$ cat src/rtl/uart_pkg.sv
// Shared types for the UART TX arbiter and the round-robin picker.
// No logic here: state encoding and width helper only.
// Imported by every file of the block.
package uart_pkg;

  // Arbiter states: ARB holds no grant, XFER holds one.
  typedef enum logic {
    ARB  = 1'b0,
    XFER = 1'b1
  } arb_state_t;

  // Width of an index into n items, never less than one bit.
  function automatic int idx_width(input int n);
    return (n < 2) ? 1 : $clog2(n);
  endfunction

endpackage

$ cat src/rtl/axis_rr_pick.sv
// Purpose: round-robin finder, first set req bit strictly after 'last', wrapping.
// Latency: purely combinational, zero cycles.
// Backpressure: none; the caller decides when a pick is consumed.
module axis_rr_pick
  import uart_pkg::*;
#(
  parameter int NUM_SRC = 4
) (
  input  logic [NUM_SRC-1:0]             req,
  input  logic [idx_width(NUM_SRC)-1:0]  last,
  output logic [idx_width(NUM_SRC)-1:0]  pick,
  output logic                           any
);

  localparam int IDX_W = idx_width(NUM_SRC);

  logic             hi_any;
  logic             lo_any;
  logic [IDX_W-1:0] hi_pick;
  logic [IDX_W-1:0] lo_pick;

  // Two scans: lowest requester above 'last', and lowest requester overall.
  // The overall scan is the wrap-around answer (it may be 'last' itself).
  always_comb begin
    hi_any  = 1'b0;
    lo_any  = 1'b0;
    hi_pick = '0;
    lo_pick = '0;
    for (int i = 0; i < NUM_SRC; i++) begin
      if (!hi_any && req[i] && (IDX_W'(i) > last)) begin
        hi_any  = 1'b1;
        hi_pick = IDX_W'(i);
      end
      if (!lo_any && req[i]) begin
        lo_any  = 1'b1;
        lo_pick = IDX_W'(i);
      end
    end
  end

  // Prefer the requester above 'last'; otherwise wrap to the lowest one.
  always_comb begin
    any  = hi_any | lo_any;
    pick = hi_any ? hi_pick : lo_pick;
  end

endmodule

$ cat src/rtl/axis_uart_tx_arbiter.sv
// Purpose: round-robin packet arbiter sharing one AXI-Stream UART TX path between NUM_SRC sources.
// Latency: one ARB cycle to grant, then zero-latency combinational pass-through of the granted source.
// Backpressure: m_tready is routed only to the granted source; a stalled idle source is revoked by the watchdog.
module axis_uart_tx_arbiter
  import uart_pkg::*;
#(
  parameter int AXI_DATA_WIDTH = 32,
  parameter int NUM_SRC        = 4,
  parameter int TIMEOUT        = 4096
) (
  input  logic                                aclk,
  input  logic                                areset,
  input  logic [NUM_SRC*AXI_DATA_WIDTH-1:0]   s_tdata,
  input  logic [NUM_SRC-1:0]                  s_tvalid,
  input  logic [NUM_SRC-1:0]                  s_tlast,
  output logic [NUM_SRC-1:0]                  s_tready,
  output logic [AXI_DATA_WIDTH-1:0]           m_tdata,
  output logic                                m_tvalid,
  output logic                                m_tlast,
  output logic [idx_width(NUM_SRC)-1:0]       m_tid,
  input  logic                                m_tready,
  input  logic [NUM_SRC-1:0]                  src_en,
  output logic                                busy,
  output logic                                timeout_err
);

  localparam int IDX_W = idx_width(NUM_SRC);
  localparam int WDT_W = idx_width(TIMEOUT);
  // Counter value at which an idle granted source loses its grant.
  localparam logic [WDT_W-1:0] WDT_MAX = WDT_W'((TIMEOUT > 0) ? (TIMEOUT - 1) : 0);

  arb_state_t         state_q, state_d;
  logic [IDX_W-1:0]   grant_q, grant_d;
  logic [IDX_W-1:0]   last_q,  last_d;
  logic [WDT_W-1:0]   wdt_cnt_q, wdt_cnt_d;
  logic               timeout_err_q, timeout_err_d;

  logic [NUM_SRC-1:0]        req;
  logic [IDX_W-1:0]          pick;
  logic                      any;
  logic                      sel_vld;
  logic                      sel_last;
  logic [AXI_DATA_WIDTH-1:0] sel_dat;

  // Only enabled sources with a word waiting compete for the link.
  always_comb begin
    req = s_tvalid & src_en;
  end

  axis_rr_pick #(
    .NUM_SRC (NUM_SRC)
  ) u_pick (
    .req  (req),
    .last (last_q),
    .pick (pick),
    .any  (any)
  );

  // Mux the granted source's beat; constant-index loop keeps the select narrow.
  always_comb begin
    sel_vld  = 1'b0;
    sel_last = 1'b0;
    sel_dat  = '0;
    for (int i = 0; i < NUM_SRC; i++) begin
      if (grant_q == IDX_W'(i)) begin
        sel_vld  = s_tvalid[i];
        sel_last = s_tlast[i];
        sel_dat  = s_tdata[i*AXI_DATA_WIDTH +: AXI_DATA_WIDTH];
      end
    end
  end

  // State register plus grant, round-robin pointer, watchdog and error pulse.
  always_ff @(posedge aclk) begin
    if (areset) begin
      state_q       <= ARB;
      grant_q       <= '0;
      last_q        <= IDX_W'(NUM_SRC - 1);
      wdt_cnt_q     <= '0;
      timeout_err_q <= 1'b0;
    end else begin
      state_q       <= state_d;
      grant_q       <= grant_d;
      last_q        <= last_d;
      wdt_cnt_q     <= wdt_cnt_d;
      timeout_err_q <= timeout_err_d;
    end
  end

  // Next state: grant in ARB; in XFER release on tlast handshake or on watchdog expiry.
  // A handshake implies a valid source, so end-of-packet and timeout never collide.
  always_comb begin
    state_d       = state_q;
    grant_d       = grant_q;
    last_d        = last_q;
    wdt_cnt_d     = wdt_cnt_q;
    timeout_err_d = 1'b0;
    unique case (state_q)
      ARB: begin
        if (any) begin
          grant_d   = pick;
          state_d   = XFER;
          wdt_cnt_d = '0;
        end
      end
      XFER: begin
        if (sel_vld) begin
          // Any valid cycle, including a downstream stall, keeps the grant alive.
          wdt_cnt_d = '0;
          if (m_tready && sel_last) begin
            last_d  = grant_q;
            state_d = ARB;
          end
        end else if (TIMEOUT != 0) begin
          if (wdt_cnt_q == WDT_MAX) begin
            // Revoke without tlast: downstream sees a truncated packet.
            last_d        = grant_q;
            state_d       = ARB;
            timeout_err_d = 1'b1;
            wdt_cnt_d     = '0;
          end else begin
            wdt_cnt_d = wdt_cnt_q + 1'b1;
          end
        end
      end
      default: state_d = ARB;
    endcase
  end

  // Outputs: pass-through of the granted source in XFER, quiet bus otherwise.
  always_comb begin
    busy        = (state_q == XFER);
    timeout_err = timeout_err_q;
    m_tid       = grant_q;
    m_tvalid    = 1'b0;
    m_tlast     = 1'b0;
    m_tdata     = '0;
    s_tready    = '0;
    if (state_q == XFER) begin
      m_tvalid = sel_vld;
      m_tlast  = sel_last;
      m_tdata  = sel_dat;
      for (int i = 0; i < NUM_SRC; i++) begin
        s_tready[i] = (grant_q == IDX_W'(i)) && m_tready;
      end
    end
  end

endmodule

$ cat config.mk
export PLATFORM = sky130hd
export DESIGN_NAME = axis_uart_tx_arbiter
export DESIGN_NICKNAME = d
export VERILOG_FILES = /design/src/rtl/uart_pkg.sv /design/src/rtl/axis_rr_pick.sv /design/src/rtl/axis_uart_tx_arbiter.sv
export SDC_FILE = /design/constraint.sdc
export NUM_CORES = 1
export LEC_CHECK = 0
export ABC_AREA = 1
export BUFFER_PORTS_ARGS = -buffer_cell sky130_fd_sc_hd__buf_2
export CORE_ASPECT_RATIO = 1.2
export CORE_MARGIN = 3
export CORE_UTILIZATION = 39
export DETAILED_ROUTE_END_ITERATION = 6
export PLACE_DENSITY = 0.83
export REMOVE_ABC_BUFFERS = 1
export SLEW_MARGIN = 20
export SYNTH_ARGS = -nofsm -noshare
export SYNTH_HDL_FRONTEND = slang
export SYNTH_SLANG_ARGS = --single-unit
export TNS_END_PERCENT = 1
$ cat constraint.sdc
create_clock -name aclk -period 1.48 [get_ports aclk]
set_input_delay 0.222 -clock aclk [delete_from_list [all_inputs] [get_ports aclk]]
set_output_delay 0.222 -clock aclk [all_outputs]
set_load 0.02 [all_outputs]
==> flow_summary_export.csv <==
group,metric,value,unit
run_status,status,"finished with violations",
run_status,violations,"setup timing",
cts,clock_sinks,18,
layout,fillers,483,
yosys,ys_seq_elements,18,
place,port_buffers,184,
timing,drv_slew,0,
detailed_routing,wirelength,9156,um
detailed_routing,vias_per_cell,5.411,
die,die_y,86.57,um
layout,layout-drive-gt1-share,0.4339,
die,rows,28,
power_and_ir_drop,irDropWorstVdd,0.5461,mV
global_routing,grt_max_degree,35,
cts,cts_hold_buf,0,
worst_setup_path,cp.required,1.26,ns
cts,htreeDepth,1,
place,routabilityCongestion,0.9438,
detailed_routing,first_pass_iters,5,
global_routing,antenna_found_initial,0,
detailed_routing,initialDrtViolationCount,249,
power_and_ir_drop,intPower,1308,uW
global_routing,grt_pass1_vias,3044,
die,fp.coreArea,5080,sq um
layout,antenna_cells,0,
worst_setup_path,worstPathArrival,1.49,ns
global_routing,grt-ovfl-total,0,
worst_setup_path,worstSetupEndpointType,"output pin",
timing,fin_ws,-0.2326,ns
cts,cts_tree,"done",
timing,finalSetupViolCount,36,
global_routing,grt_usage,0.2698,
yosys,ys_types,28,
die,die_w,73.14,um
yosys,synth-edff-count,0,
timing,rsz0062_at_grt,"yes",
layout,fin_area,3415,sq um
yosys,yosysSeqAreaShare,0.1708,
timing,post-route-period-util,1.157,
yosys,synthTopCellsByArea,"dfxtp_1 (17%), nand2_1 (14%), nand3_1 (13%), o21ai_0 (10%), inv_1 (8.5%)",
layout,fin_nets,712,
yosys,yosys_warnings,0,
layout,final_core_util,0.6722,
detailed_routing,post_drt_wl_per_cell,14.60,um
timing,holdWs,0.2605,ns
power_and_ir_drop,pwr-share-clk,0.180,
power_and_ir_drop,switching_share,0.4250,
yosys,async_reset_ff_frac,0,
die,initial_utilization,0.4153,
flow_run,drv_cap,0,
global_routing,grt_pass1_wl,13810,um
yosys,yosysTopAreaCellShare,0.1708,
power_and_ir_drop,leakage,0.001824,uW
cts,clkSlewWorstSetupHoldPaths,0.07,ns
place,hpwlAfterDp,7307,um
yosys,synth_top_area_cell,"dfxtp_1",
detailed_routing,drc,0,
place,place_area,3218,sq um
detailed_routing,ant_nets,0,
worst_setup_path,path_cells,"nor2_4 -> inv_1 -> buf_12 -> o221ai_1 -> a21oi_1 -> buf_4",
cts,cts_buffers,3,
layout,area_delta_synth_final,61.86,%
yosys,synth-main-ff-cell,"dfxtp_1",
timing,period_minus_slack,1.713,ns
timing,slew_headroom,0.8133,
yosys,syn_area_per_cell,5.610,sq um
power_and_ir_drop,p_switching,966.3,uW
timing,clock_skew,0.006404,ns
yosys,mappedNetlistArea,2110,sq um
power_and_ir_drop,p_comb_frac,0.585,
power_and_ir_drop,p_per_area,665.9,nW/um^2
cts,root_buffer,"clkbuf_8",
hold_path,hold_path_class,"in -> reg",
cts,clk_latency,0.26,ns
cts,cts_setup_buffers,0,
power_and_ir_drop,p_seq_frac,0.235,
die,dieArea,6331,sq um
worst_setup_path,slowest_delay,0.41,ns
cts,clock_path_buffers,2,
timing,tightestPinTransition,0.2798,ns
timing,finalHoldViolations,0,
worst_setup_path,startpoint_type,"flop",
worst_setup_path,crit_fanout,16,
power_and_ir_drop,report.power.total,2274,uW
worst_setup_path,critPathKind,"reg -> out",
timing,timing.fmax,0.5839,GHz
layout,final_cell_mix,"buf_2 (176), nand2_1 (80), nand3_1 (51)",
layout,final_common_cell,"buf_2",
yosys,netlist_instances,376,
worst_setup_path,crit_slowest_cell,"dfxtp_4",
die,io_pins,185,
detailed_routing,num_vias,3393,
## critical path, delay by kind of cell, from the launching register on
kind	cells	cell delay, ns
buffers and inverters	3	0.42
and+or+nand+nor	1	0.05
AOI/OAI and AO/OA	2	0.34
DFF	1	0.41
## flip-flops by register name, summed over array words and instances, names as in the netlist
signal	flops
wdt_cnt_q	12
last_q	2
busy	1
m_tid	2
timeout_err	1
## cell families (layout without fill, tap and decap cells)
kind of cell / count (synthesis) / count (layout) / share of synthesized area
compound gates: 109 / 109 / 0.3108
flops: 18 / 18 / 0.1708
fa+ha+maj: 1 / 1 / 0.005930
simple gates: 173 / 173 / 0.3636
xor+xnor: 2 / 2 / 0.008305
buf+inv: 73 / 264 / 0.1406
## cell usage after synthesis, types with 2 or more instances
cell      instances
a21oi_1          29
buf_4             2
nand2_1          81
o21ai_0          42
nor2_1           23
nand3_1          54
o211ai_1         17
nand2_2           3
clkbuf_1         16
dfxtp_1          18
buf_2             6
or2_2             2
nand4_1           5
o21ai_1           2
xor2_1            2
inv_1            48
o221ai_1         15
## layer usage
layer / GRT usage / routed length (um) / up-vias
li1: - / - / 1679
met1: 0.3308 / 3505 / 1496
met2: 0.4670 / 4541 / 191
met3: 0.03712 / 814 / 27
met4: 0.1074 / 295 / 0
met5: 0 / 0 / -
## power groups by stage
stage | Clock [uW] | Combinational, uW | Sequential (uW)
floorplan | 0 | 612 | 591
global placement | 0 | 1220 | 533
detailed placement | 0 | 1240 | 534
CTS | 413 | 1300 | 531
global route | 445 | 1450 | 536
finish | 410 | 1330 | 534
## stage by stage
stage	instances	setup slack, ns	TNS [ns]
floorplan	351	-1.409	-58.81
finish	627	-0.2326	-5.952
global placement	622	-0.06527	-0.2239
CTS	627	-0.2032	-5.887
detailed placement	622	-0.08969	-0.6655
global route	627	-0.3076	-10.16
## timing repair
action / 4_1_cts / 5_1_grt
cloned: 1 / 0
setup endpoints to repair: 44 / 53
pin swaps: 4 / 1
gates resized for setup: 33 / 21
## path summary, 6_finish.rpt
kind / from / end / slack, ns / depth (start not counted)
min: areset / wdt_cnt_q[11] / 0.26 / 2
min reg2reg: wdt_cnt_q[10] / wdt_cnt_q[10] / 0.49 / 2
max reg2reg: m_tid[1] / last_q[0] / 0.02 / 10
max: m_tid[1] / m_tdata[17] / -0.23 / 6
## final cells by class
class,instances,area (sq um),share of cell area
Timing Repair inverter,1,7.507,0.002199
Sequential cell,18,369.1,0.1081
Clock buffer,4,55.05,0.01612
Multi-Input combinational cell,285,1530,0.4482
Timing Repair Buffer,211,1195,0.3499
Inverter,48,182.7,0.05350
Tap cell,60,75.07,0.02199
No activity file was read; power rests on OpenSTA's default activity.
